File: src/rtl/inst_fetch_queue.sv
// rtl/inst_fetch_queue.sv - circular-buffer instruction fetch queue between fetch and decode (optional FETCHQ_BYPASS_EN)
module inst_fetch_queue #(
  parameter int DEPTH = 4,
  parameter int XLEN  = 32
) (
  input  logic                     clk,
  input  logic                     rst_n,
  input  logic                     flush,
  input  logic                     enq_valid,
  output logic                     enq_ready,
  input  logic [XLEN-1:0]          enq_pc,
  input  logic [XLEN-1:0]          enq_inst,
  input  logic                     enq_fault,
  output logic                     deq_valid,
  input  logic                     deq_ready,
  output logic [XLEN-1:0]          deq_pc,
  output logic [XLEN-1:0]          deq_inst,
  output logic                     deq_fault,
  output logic [$clog2(DEPTH):0]   count
);

  localparam int AW = $clog2(DEPTH);
  localparam logic [AW:0]     FULL = (AW+1)'(DEPTH);
  localparam logic [AW:0]     ONE  = (AW+1)'(1);
  localparam logic [AW-1:0]   PONE = AW'(1);
  localparam logic [XLEN-1:0] NOP  = XLEN'(32'h0000_0013);

  logic [XLEN-1:0] r_pc    [DEPTH];
  logic [XLEN-1:0] r_inst  [DEPTH];
  logic            r_fault [DEPTH];
  logic [AW-1:0]   r_head;
  logic [AW-1:0]   r_tail;
  logic [AW:0]     r_count;

  logic            w_stored_valid;
  logic            w_bypass;
  logic            w_wr;
  logic            w_rd;
  logic [XLEN-1:0] w_sel_pc;
  logic [XLEN-1:0] w_sel_inst;
  logic            w_sel_fault;

  assign count          = r_count;
  // enq_ready deliberately ignores deq_ready: a full queue never accepts, even while draining
  assign enq_ready      = (r_count < FULL) && !flush;
  assign w_stored_valid = (r_count != '0) && !flush;

`ifdef FETCHQ_BYPASS_EN
  // rst_n gates the bypass so deq_valid stays low throughout reset
  assign w_bypass = rst_n && (r_count == '0) && enq_valid && !flush;
`else
  assign w_bypass = 1'b0;
`endif

  assign deq_valid   = w_stored_valid || w_bypass;
  assign w_sel_pc    = w_bypass ? enq_pc    : r_pc[r_head];
  assign w_sel_inst  = w_bypass ? enq_inst  : r_inst[r_head];
  assign w_sel_fault = w_bypass ? enq_fault : r_fault[r_head];
  assign deq_pc      = w_sel_pc;
  assign deq_fault   = w_sel_fault;
  // Faulted fetches present a NOP so decode does not also flag an illegal instruction
  assign deq_inst    = w_sel_fault ? NOP : w_sel_inst;

  // A bypassed instruction consumed in the same cycle is never written; it only reads from storage when not bypassing
  assign w_wr = enq_valid && enq_ready && !(w_bypass && deq_ready);
  assign w_rd = deq_valid && deq_ready && !flush && !w_bypass;

  // Pointer and occupancy update; flush wins over any concurrent traffic
  always_ff @(posedge clk or negedge rst_n) begin
    if (!rst_n) begin
      r_head  <= '0;
      r_tail  <= '0;
      r_count <= '0;
    end else if (flush) begin
      r_head  <= '0;
      r_tail  <= '0;
      r_count <= '0;
    end else begin
      if (w_wr) r_tail <= r_tail + PONE;
      if (w_rd) r_head <= r_head + PONE;
      case ({w_wr, w_rd})
        2'b10:   r_count <= r_count + ONE;
        2'b01:   r_count <= r_count - ONE;
        default: r_count <= r_count;
      endcase
    end
  end

  // Entry storage, cleared on reset so the head reads zero while rst_n is low
  always_ff @(posedge clk or negedge rst_n) begin
    if (!rst_n) begin
      for (int i = 0; i < DEPTH; i++) begin
        r_pc[i]    <= '0;
        r_inst[i]  <= '0;
        r_fault[i] <= 1'b0;
      end
    end else if (w_wr) begin
      r_pc[r_tail]    <= enq_pc;
      r_inst[r_tail]  <= enq_inst;
      r_fault[r_tail] <= enq_fault;
    end
  end

endmodule

File: config.mk
export PLATFORM = sky130hd
export DESIGN_NAME = inst_fetch_queue
export DESIGN_NICKNAME = d
export VERILOG_FILES = /design/src/rtl/inst_fetch_queue.sv
export SDC_FILE = /design/constraint.sdc
export NUM_CORES = 1
export LEC_CHECK = 0
export ABC_AREA = 1
export ABC_CLOCK_PERIOD_IN_PS = 2220
export CORE_MARGIN = 8
export CORE_UTILIZATION = 27
export CTS_BUF_LIST = sky130_fd_sc_hd__clkbuf_8
export DETAILED_ROUTE_END_ITERATION = 10
export DONT_BUFFER_PORTS = 1
export SETUP_SLACK_MARGIN = 0.3
export SLEW_MARGIN = 20
export SYNTH_ARGS = -nofsm -noshare
export SYNTH_HDL_FRONTEND = slang
export SYNTH_SLANG_ARGS = --single-unit
File: constraint.sdc
create_clock -name clk -period 2.22 [get_ports clk]
set_input_delay 0.444 -clock clk [delete_from_list [all_inputs] [get_ports clk]]
set_output_delay 0.444 -clock clk [all_outputs]
set_load 0.05 [all_outputs]
Word level (Yosys, flattened, before mapping) --
Cells that the tools add are included.
Storage, ports and cells: word-level logic and storage cells 61, output and inout port bits 70, bits of input ports 70, bits in registers 267
Cells by class: add/sub/neg operators 4, reduce and logical (&&, ||, !) cells 11, multiplexer cells 23, bitwise operators 2, magnitude comparators 4, equality and inequality tests 2
Operators with widths (number):
- 128-bit bitwise mux | 2
- 32-bit 2-to-1 mux | 6
- 32-bit binary-select mux with 2-bit select | 2
- 32-bit demux with 2-bit select | 1
- 2-bit 2-to-1 mux | 4
- 3-bit >= comparator, second input constant | 2
- 1-bit logical AND | 6
- 2-bit inverter with 3-bit output | 2
- 3-bit one-hot mux with 2 select lines | 1
- 3-bit nonzero test | 2
- 2-bit by 1-bit adder with 2-bit output, second input constant | 2
- 4-bit bitwise mux | 1
- 2-bit nonzero test | 2
- 3-bit by 1-bit adder with 3-bit output, second input constant | 1
- 3-bit by 1-bit < comparator with 1-bit output, second input constant | 1
- 3-bit < comparator, second input constant | 1
- 1-bit 2-to-1 mux | 3
- 3-bit 2-to-1 mux | 1
- 3-bit by 1-bit subtractor with 3-bit output, second input constant | 1
- 1-bit binary-select mux with 2-bit select | 1
- 1-bit demux with 2-bit select | 1
- 2-bit by 1-bit equality test with 1-bit output, second input constant | 1
- 2-bit equality test, second input constant | 1
- 1-bit zero test | 1

Depth between registers and ports, before layout --
Gate-level depths: netlist of the first run.
depth after elaboration 7, mapped depth 10

Worst setup path after synthesis of the first run --
Ideal clock, no wire load.
kind reg2reg, start register r_count[2], in the netlist count[2], end register r_count[2], in the netlist count[2], buffers on the path 0, data arrival time 2.118 ns, setup slack -0.016 ns, clock period less this slack 2.236 ns, stages on the path, launching flop included 11, setup time 0.118 ns, cells stage by stage dfrtp_1 nor2_4 nand2_4 inv_8 nor2_1 fa_1 xnor2_1 o21bai_1 nand2_1 nand2_1 nand2_1
RTL lines:
- start, declared | RTL line 33 | logic [AW:0] r_count;
- start signal, assigned | RTL line 82 | 2'b10: r_count <= r_count + ONE;
- start signal, assigned | RTL line 83 | 2'b01: r_count <= r_count - ONE;
- start signal, assigned | RTL line 84 | default: r_count <= r_count;
- 3-bit < comparator * | RTL line 45 | assign enq_ready = (r_count < FULL) && !flush;
- 1-bit logical AND * | RTL line 45
- via enq_ready | RTL line 10 | output logic enq_ready,
- 1-bit logical AND * | RTL line 65 | assign w_wr = enq_valid && enq_ready && !(w_bypass && deq_ready);
- 2-bit by 1-bit equality test with 1-bit output / 2-bit equality test (equally long branches) | RTL line 81 | case ({w_wr, w_rd})
- 3-bit one-hot mux with 2 select lines | RTL line 81
- 3-bit 2-to-1 mux | RTL line 74 | end else if (flush) begin
The timed path passes the listed nets; every way through them passes the cells marked *. A chain may end at the register's enable or synchronous reset.

Worst setup path in the final report of the first run --
start register r_head[0], end output deq_inst[26]
Between the ends: longest elaborated chain between the ends 5
Ends and longest elaborated chain:
- start, declared | RTL line 31 | logic [AW-1:0] r_head;
- start signal, assigned | RTL line 80 | if (w_rd) r_head <= r_head + PONE;
- 2-bit inverter with 3-bit output (implied by the code) * | RTL line 57, 58
- 32-bit binary-select mux with 2-bit select / 1-bit binary-select mux with 2-bit select (equally long branches) | RTL line 57, 58
- 32-bit 2-to-1 mux (implied by the code) / 1-bit 2-to-1 mux (equally long branches) (2 in a row) | RTL line 57, 58
- 32-bit 2-to-1 mux * | RTL line 62 | assign deq_inst = w_sel_fault ? NOP : w_sel_inst;
- end, declared | RTL line 17 | output logic [XLEN-1:0] deq_inst,
Every way passes the cells marked *; elsewhere a longest branch is shown, timed or not. The select of a mux whose other input is x is not followed.

==> results.sh, run 1 <==
export IMPL_synth_top_cells_by_area="dfrtp_1 (53%), o21ai_0 (9.5%), nand2_1 (9.2%), o21ai_2 (8.7%), buf_6 (4.1%)"
export IMPL_gp_congestion=0.741
export IMPL_fillers=4703
export IMPL_multiInputGateArea_um2=5040
export IMPL_syn_num_nets=1465
export IMPL_nets=1535
export IMPL_leakage_nw=7.64
export IMPL_swShare_pct=42.4
export IMPL_die_x_um=232
export IMPL_drt_wirelength_per_cell_um=16.5
export IMPL_fp_row_count=79
export IMPL_antenna_found_initial=1
export IMPL_hold_viol_final=267
export IMPL_drc=0
export IMPL_period_share_pct=115
export IMPL_synth_simple_area_share_pct=13.9
export IMPL_finalClockSkew_ns=0.0151
export IMPL_worstMarginPinSlew_ns=0.739
export IMPL_max_clock_path_buffers=3
export IMPL_clk_insertion_delay_late_ns=0.59
export IMPL_htreeDepth=2
export IMPL_clockPowerShare_pct=16.4
export IMPL_violations="hold timing, setup timing"
export IMPL_syn_inst=1390
export IMPL_num_vias=9864
export IMPL_io_buffers=0
export IMPL_core_region_area_um2=46200
export IMPL_path_clk_slew_ns=0.06
export IMPL_clockRootBuffer="clkbuf_8"
export IMPL_peakVddDrop_mv=1.47
export IMPL_p_per_area_nw_per_um2=1820
export IMPL_synthDominantCellAreaShare_pct=53.3
export IMPL_worst_setup_path_end_kind="output port"
export IMPL_synth_top_family_by_area="compound AO/OA/AOI/OAI gates"
export IMPL_grt_total_usage_pct=12.6
export IMPL_cts_buffers=49
export IMPL_grt_max_degree=268
export IMPL_synth_xor_area_share_pct=0.0698
export IMPL_start_util_pct=27.2
export IMPL_rrSetupSlack_ns=0.44
export IMPL_min_path_type="in -> async"
export IMPL_yosys_area_top_type="dfrtp_1"
export IMPL_hold_ws_ns=-0.440
export IMPL_cts_sinks=267
export IMPL_pwr_share_comb_pct=55.0
export IMPL_n_antenna_cell=0
export IMPL_postLayoutCoreUtil_pct=34.8
export IMPL_path_max_fanout=13
export IMPL_criticalPathCategory="reg -> out"
export IMPL_synthMuxAreaShare_pct=0
export IMPL_die_y_um=232
export IMPL_worstPathArrival_ns=2.11
export IMPL_pre_cts_slack_ns=0.241
export IMPL_syn_to_final_growth_pct=27.9
export IMPL_grt_pass1_wl_um=54800
export IMPL_seqCellArea_um2=6690
export IMPL_io_pins=140
export IMPL_synth_cell_types=28
export IMPL_dpl_hpwl_um=19400
export IMPL_rsz0062_at_grt="yes"
export IMPL_ys_ff_latch=267
export IMPL_cap_violations=0
export IMPL_drive_above_1_share_pct=26.4
export IMPL_dr_first_iter_drc_count=725
export IMPL_grt_overflow=0
export IMPL_p_int_mw=16.8
export IMPL_vias_per_cell=4.69
export IMPL_final_cell_mix="nand2_1 (298), dfrtp_1 (264), o21ai_0 (223)"
export IMPL_worst_slack_ns=-0.332
export IMPL_grt_pass1_vias=9860
export IMPL_p_sw_mw=12.4
export IMPL_max_freq_mhz=392
export IMPL_synth_compound_area_share_pct=23.0
export IMPL_synth_area_um2=12500
export IMPL_finalWirelength_um=34700
export IMPL_synth_warnings=0
export IMPL_die_area_um2=53600
export IMPL_ctsHoldBuffers=14
export IMPL_status="complete, but fails checks"
export IMPL_cp_start_kind="flip-flop"
export IMPL_p_seq_share_pct=28.6
export IMPL_cts_tree="built"
export IMPL_finalMaxSlewViolations=0
export IMPL_layout_commonest_cell="nand2_1"
export IMPL_maxSlewHeadroom_pct=50.7
export IMPL_post_route_min_period_ns=2.55
export IMPL_synth_fa_ha_area_share_pct=0.559
export IMPL_synth_seq_area_share_pct=53.3
export IMPL_syn_avg_cell_area_um2=9.02
export IMPL_setup_viol=65
export IMPL_drt_first_pass_iters=6
export IMPL_detail_route_antenna_nets=0
export IMPL_critPathRequiredTime_ns=1.78
## critical path, cell delays in order, from the launching register on
cell,delay [ns]
dfrtp_4,0.49
buf_4,0.17
nand2_1,0.08
nand3_2,0.11
nand2_4,0.17
buf_12,0.18
nand2_1,0.07
inv_1,0.09
buf_12,0.14
## stage by stage
step / instance area, um2 / total power [mW] / std cells / TNS [ns] / hold slack, ns
2_1_floorplan: 12800 / 17.3 / 1390 / 0 / 0.148
3_3_place_gp: 14400 / 23.1 / 1987 / 0 / 0.162
3_5_place_dp: 14400 / 23.4 / 1987 / 0 / 0.167
4_1_cts: 15800 / 29.0 / 2095 / -23.67 / -0.540
5_1_grt: 16000 / 31.1 / 2104 / -26.92 / -0.521
6_report: 16000 / 29.2 / 2104 / -17.61 / -0.440
## synth_stat cells
library cell,instances
buf_2,14
nor2_1,130
nand4_1,1
nand2_4,5
buf_6,46
fa_1,1
o31ai_1,1
nor2_4,1
xnor2_1,1
clkbuf_1,35
inv_2,1
o21bai_1,1
o22ai_1,61
buf_4,5
dfrtp_1,267
o21ai_1,30
inv_8,1
nand3_1,2
nand3_2,1
clkbuf_2,1
ha_1,4
a31oi_1,1
o221ai_1,3
a21oi_1,3
nand2_1,309
o21ai_0,238
inv_1,102
o21ai_2,125
## timing repair
action,4_1_cts,5_1_grt
endpoints found under the hold margin,286,267
gates resized for setup,46,51
setup endpoints to repair,68,68
pin swaps,3,7
buffers inserted,2,4
cloned,4,5
## power groups by stage
stage                     combinational, mW  clock (mW)  sequential, mW
after floorplan                        9.13           0            8.16
after global placement                 14.8           0            8.31
final                                  16.1        4.79            8.37
after global routing                   17.2        5.23            8.65
after CTS                              15.6        5.01            8.36
after detailed placement               15.0           0            8.38
## layout make-up
class                           instances  area share, %
Clock buffer                           58           4.98
Clock inverter                         30           1.27
Inverter                              104           2.57
Multi-Input combinational cell        918           31.4
Sequential cell                       267           41.7
Tap cell                              607           4.73
Timing Repair Buffer                  119           13.3
Timing Repair inverter                  1         0.0546
## state kept, by name, summed over array words and instances, names as in the netlist
name and flops:
count 3, r_fault 4, r_head 2, r_inst 128, r_pc 128, r_tail 2
## metal layers
metal  track usage [%]  routed length, um
met1              16.3              15600
met4              3.94                623
met5                 0                 13
met3              3.29               2060
met2              20.5              16400
## cell families (layout without fill, tap and decap cells)
kind of cell    after synthesis  after routing
fa+ha+maj                     5              5
buf+inv                     205            312
flops                       267            267
xor+xnor                      1              1
simple gates                449            449
compound gates              463            463
## path summary, 6_finish.rpt
check	start	endpoint	cells past startpoint
worst max-delay path	r_head[0]	deq_inst[26]	8
worst min-delay path	rst_n	r_inst[11]	0
worst max register to register	count[2]	count[2]	10
worst min register to register	r_pc[70]	r_pc[70]	2
max in group asynchronous	rst_n	r_pc[116]	0
min in group clk	enq_inst[8]	r_inst[104]	2
No activity file was read; power rests on OpenSTA's default activity.
==> inputs of run 2 (changes only) <==
--- a/config.mk
+++ b/config.mk
@@ -7,11 +7,13 @@
 export LEC_CHECK = 0
 export ABC_AREA = 1
 export ABC_CLOCK_PERIOD_IN_PS = 2220
+export CELL_PAD_IN_SITES_DETAIL_PLACEMENT = 0
+export CELL_PAD_IN_SITES_GLOBAL_PLACEMENT = 1
 export CORE_MARGIN = 8
 export CORE_UTILIZATION = 27
 export CTS_BUF_LIST = sky130_fd_sc_hd__clkbuf_8
 export DETAILED_ROUTE_END_ITERATION = 10
-export DONT_BUFFER_PORTS = 1
+export PLACE_DENSITY_LB_ADDON = 0.1
 export SETUP_SLACK_MARGIN = 0.3
 export SLEW_MARGIN = 20
 export SYNTH_ARGS = -nofsm -noshare
==> results.sh, run 2 (synthesized netlist as in run 1, its figures left out) <==
export IMPL_status="complete, but fails checks"
export IMPL_detail_route_antenna_nets=0
export IMPL_drt_wirelength_per_cell_um=18.8
export IMPL_path_clk_slew_ns=0.06
export IMPL_htreeDepth=2
export IMPL_worstMarginPinSlew_ns=0.454
export IMPL_path_max_fanout=8
export IMPL_fillers=4577
export IMPL_cts_tree="built"
export IMPL_place_inst=2079
export IMPL_worstPathArrival_ns=2.14
export IMPL_drive_above_1_share_pct=36.6
export IMPL_setup_viol=65
export IMPL_antenna_found_initial=0
export IMPL_dr_first_iter_drc_count=618
export IMPL_cts_buffers=51
export IMPL_num_vias=10100
export IMPL_io_buffers=139
export IMPL_syn_to_final_growth_pct=48.4
export IMPL_r2r_end="count[2]"
export IMPL_min_path_type="in -> async"
export IMPL_cts_sinks=267
export IMPL_cap_violations=0
export IMPL_clockRootBuffer="clkbuf_8"
export IMPL_start_util_pct=27.2
export IMPL_worst_slack_ns=-0.360
export IMPL_die_area_um2=53600
export IMPL_grt_overflow=0
export IMPL_criticalPathCategory="reg -> out"
export IMPL_fp_row_count=79
export IMPL_layout_commonest_cell="nand2_1"
export IMPL_worstReg2RegStart="count[2]"
export IMPL_reg2reg_depth=11
export IMPL_postLayoutCoreUtil_pct=40.3
export IMPL_grt_pass1_wl_um=62600
export IMPL_tns_ns=-19.13
export IMPL_grt_max_degree=57
export IMPL_placed_area_um2=15500
export IMPL_drc=0
export IMPL_p_per_area_nw_per_um2=1770
export IMPL_clk_insertion_delay_late_ns=0.61
export IMPL_pre_cts_slack_ns=-0.0658
export IMPL_cp_start_kind="flip-flop"
export IMPL_hold_ws_ns=0.372
export IMPL_worst_setup_path_end_kind="output port"
export IMPL_max_freq_mhz=388
export IMPL_rrSetupSlack_ns=0.45
export IMPL_die_y_um=232
export IMPL_dpl_hpwl_um=22500
export IMPL_grt_total_usage_pct=14.8
export IMPL_die_x_um=232
export IMPL_finalMaxSlewViolations=0
export IMPL_post_route_min_period_ns=2.58
export IMPL_violations="setup timing"
export IMPL_reg_top3="r_inst: 128 flops, r_pc: 128 flops, r_fault: 4 flops"
export IMPL_drt_first_pass_iters=5
export IMPL_nets=1651
export IMPL_multiInputGateArea_um2=6000
export IMPL_final_cell_mix="nand2_1 (293), dfrtp_1 (262), o21ai_2 (160)"
export IMPL_leakage_nw=8.52
export IMPL_core_region_area_um2=46200
export IMPL_seqCellArea_um2=6690
export IMPL_gp_congestion=0.711
export IMPL_grt_pass1_vias=10300
export IMPL_rsz0062_at_grt="yes"
export IMPL_hold_viol_final=0
export IMPL_fin_cells=2221
export IMPL_finalWirelength_um=41800
export IMPL_stdcell_area_um2=18600
export IMPL_power_total_mw=32.9
export IMPL_io_pins=140
export IMPL_peakVddDrop_mv=1.11
export IMPL_maxSlewHeadroom_pct=69.7
export IMPL_vias_per_cell=4.57
export IMPL_critPathRequiredTime_ns=1.78
export IMPL_finalClockSkew_ns=0.0276
export IMPL_max_clock_path_buffers=3
export IMPL_period_share_pct=116
[run 2: cell types whose count changed in the layout (fill, tap and decap cells not counted), sizes merged]
cell           previous run  this run
diode                     0         1
clkbuf                   60        77
dlygate4sd3              14         1
buf                     103       151
clkinvlp                  2         0
bufinv                    3         1
clkdlybuf4s50             0        68
[run 2: what timing repair did]
item	4_1_cts	5_1_grt
pin swaps	20	58
gates cloned	11	15
hold endpoints to repair	39	0
setup endpoints to repair	70	69
resized for setup	122	291
hold buffers	1	0
buffers inserted	14	10
[run 2: layout make-up]
type | instances | share of cell area, %
clock buffer | 64 | 4.73
clock inverter | 26 | 0.679
sequential | 267 | 35.9
multi-input combinational | 918 | 32.2
timing repair buffer | 233 | 20.0
timing repair inverter | 1 | 0.0336
tap | 607 | 4.08
antenna | 1 | 0.0134
inverter | 104 | 2.33
[run 2: where the power goes]
part | switching [mW] | total, mW | internal [mW]
Combinational | 10.5 | 19.3 | 8.80
Clock | 2.14 | 4.82 | 2.68
Sequential | 1.59 | 8.76 | 7.18
[run 2: routing by layer]
| layer | global-route usage [%] | wire [um] | vias to the layer above |
|---|---|---|---|
| met1 | 19.7 | 18900 | 4908 |
| met4 | 4.71 | 927 | 0 |
| met2 | 24.0 | 20200 | 189 |
| met5 | 0 | 0 | - |
| met3 | 2.96 | 1760 | 65 |
| li1 | - | - | 4979 |
[run 2: worst max-delay path by stage]
stage / startpoint / end / slack [ns] / cells past startpoint
floorplan: count[2] / count[2] / 0.09 / 10
global placement: flush / count[2] / -0.05 / 11
detailed placement: flush / count[2] / -0.07 / 11
CTS: r_head[0] / deq_inst[4] / -0.47 / 8
global route: r_head[0] / deq_inst[22] / -0.47 / 9
finish: r_head[0] / deq_inst[16] / -0.36 / 9
[run 2: critical path, cell delays in order, from the launching register on]
cell	delay, ns
dfrtp_4	0.49
buf_12	0.16
clkinv_16	0.08
buf_12	0.12
clkbuf_16	0.17
nor2_4	0.03
o22ai_2	0.20
nand2_4	0.07
inv_4	0.06
buf_12	0.12
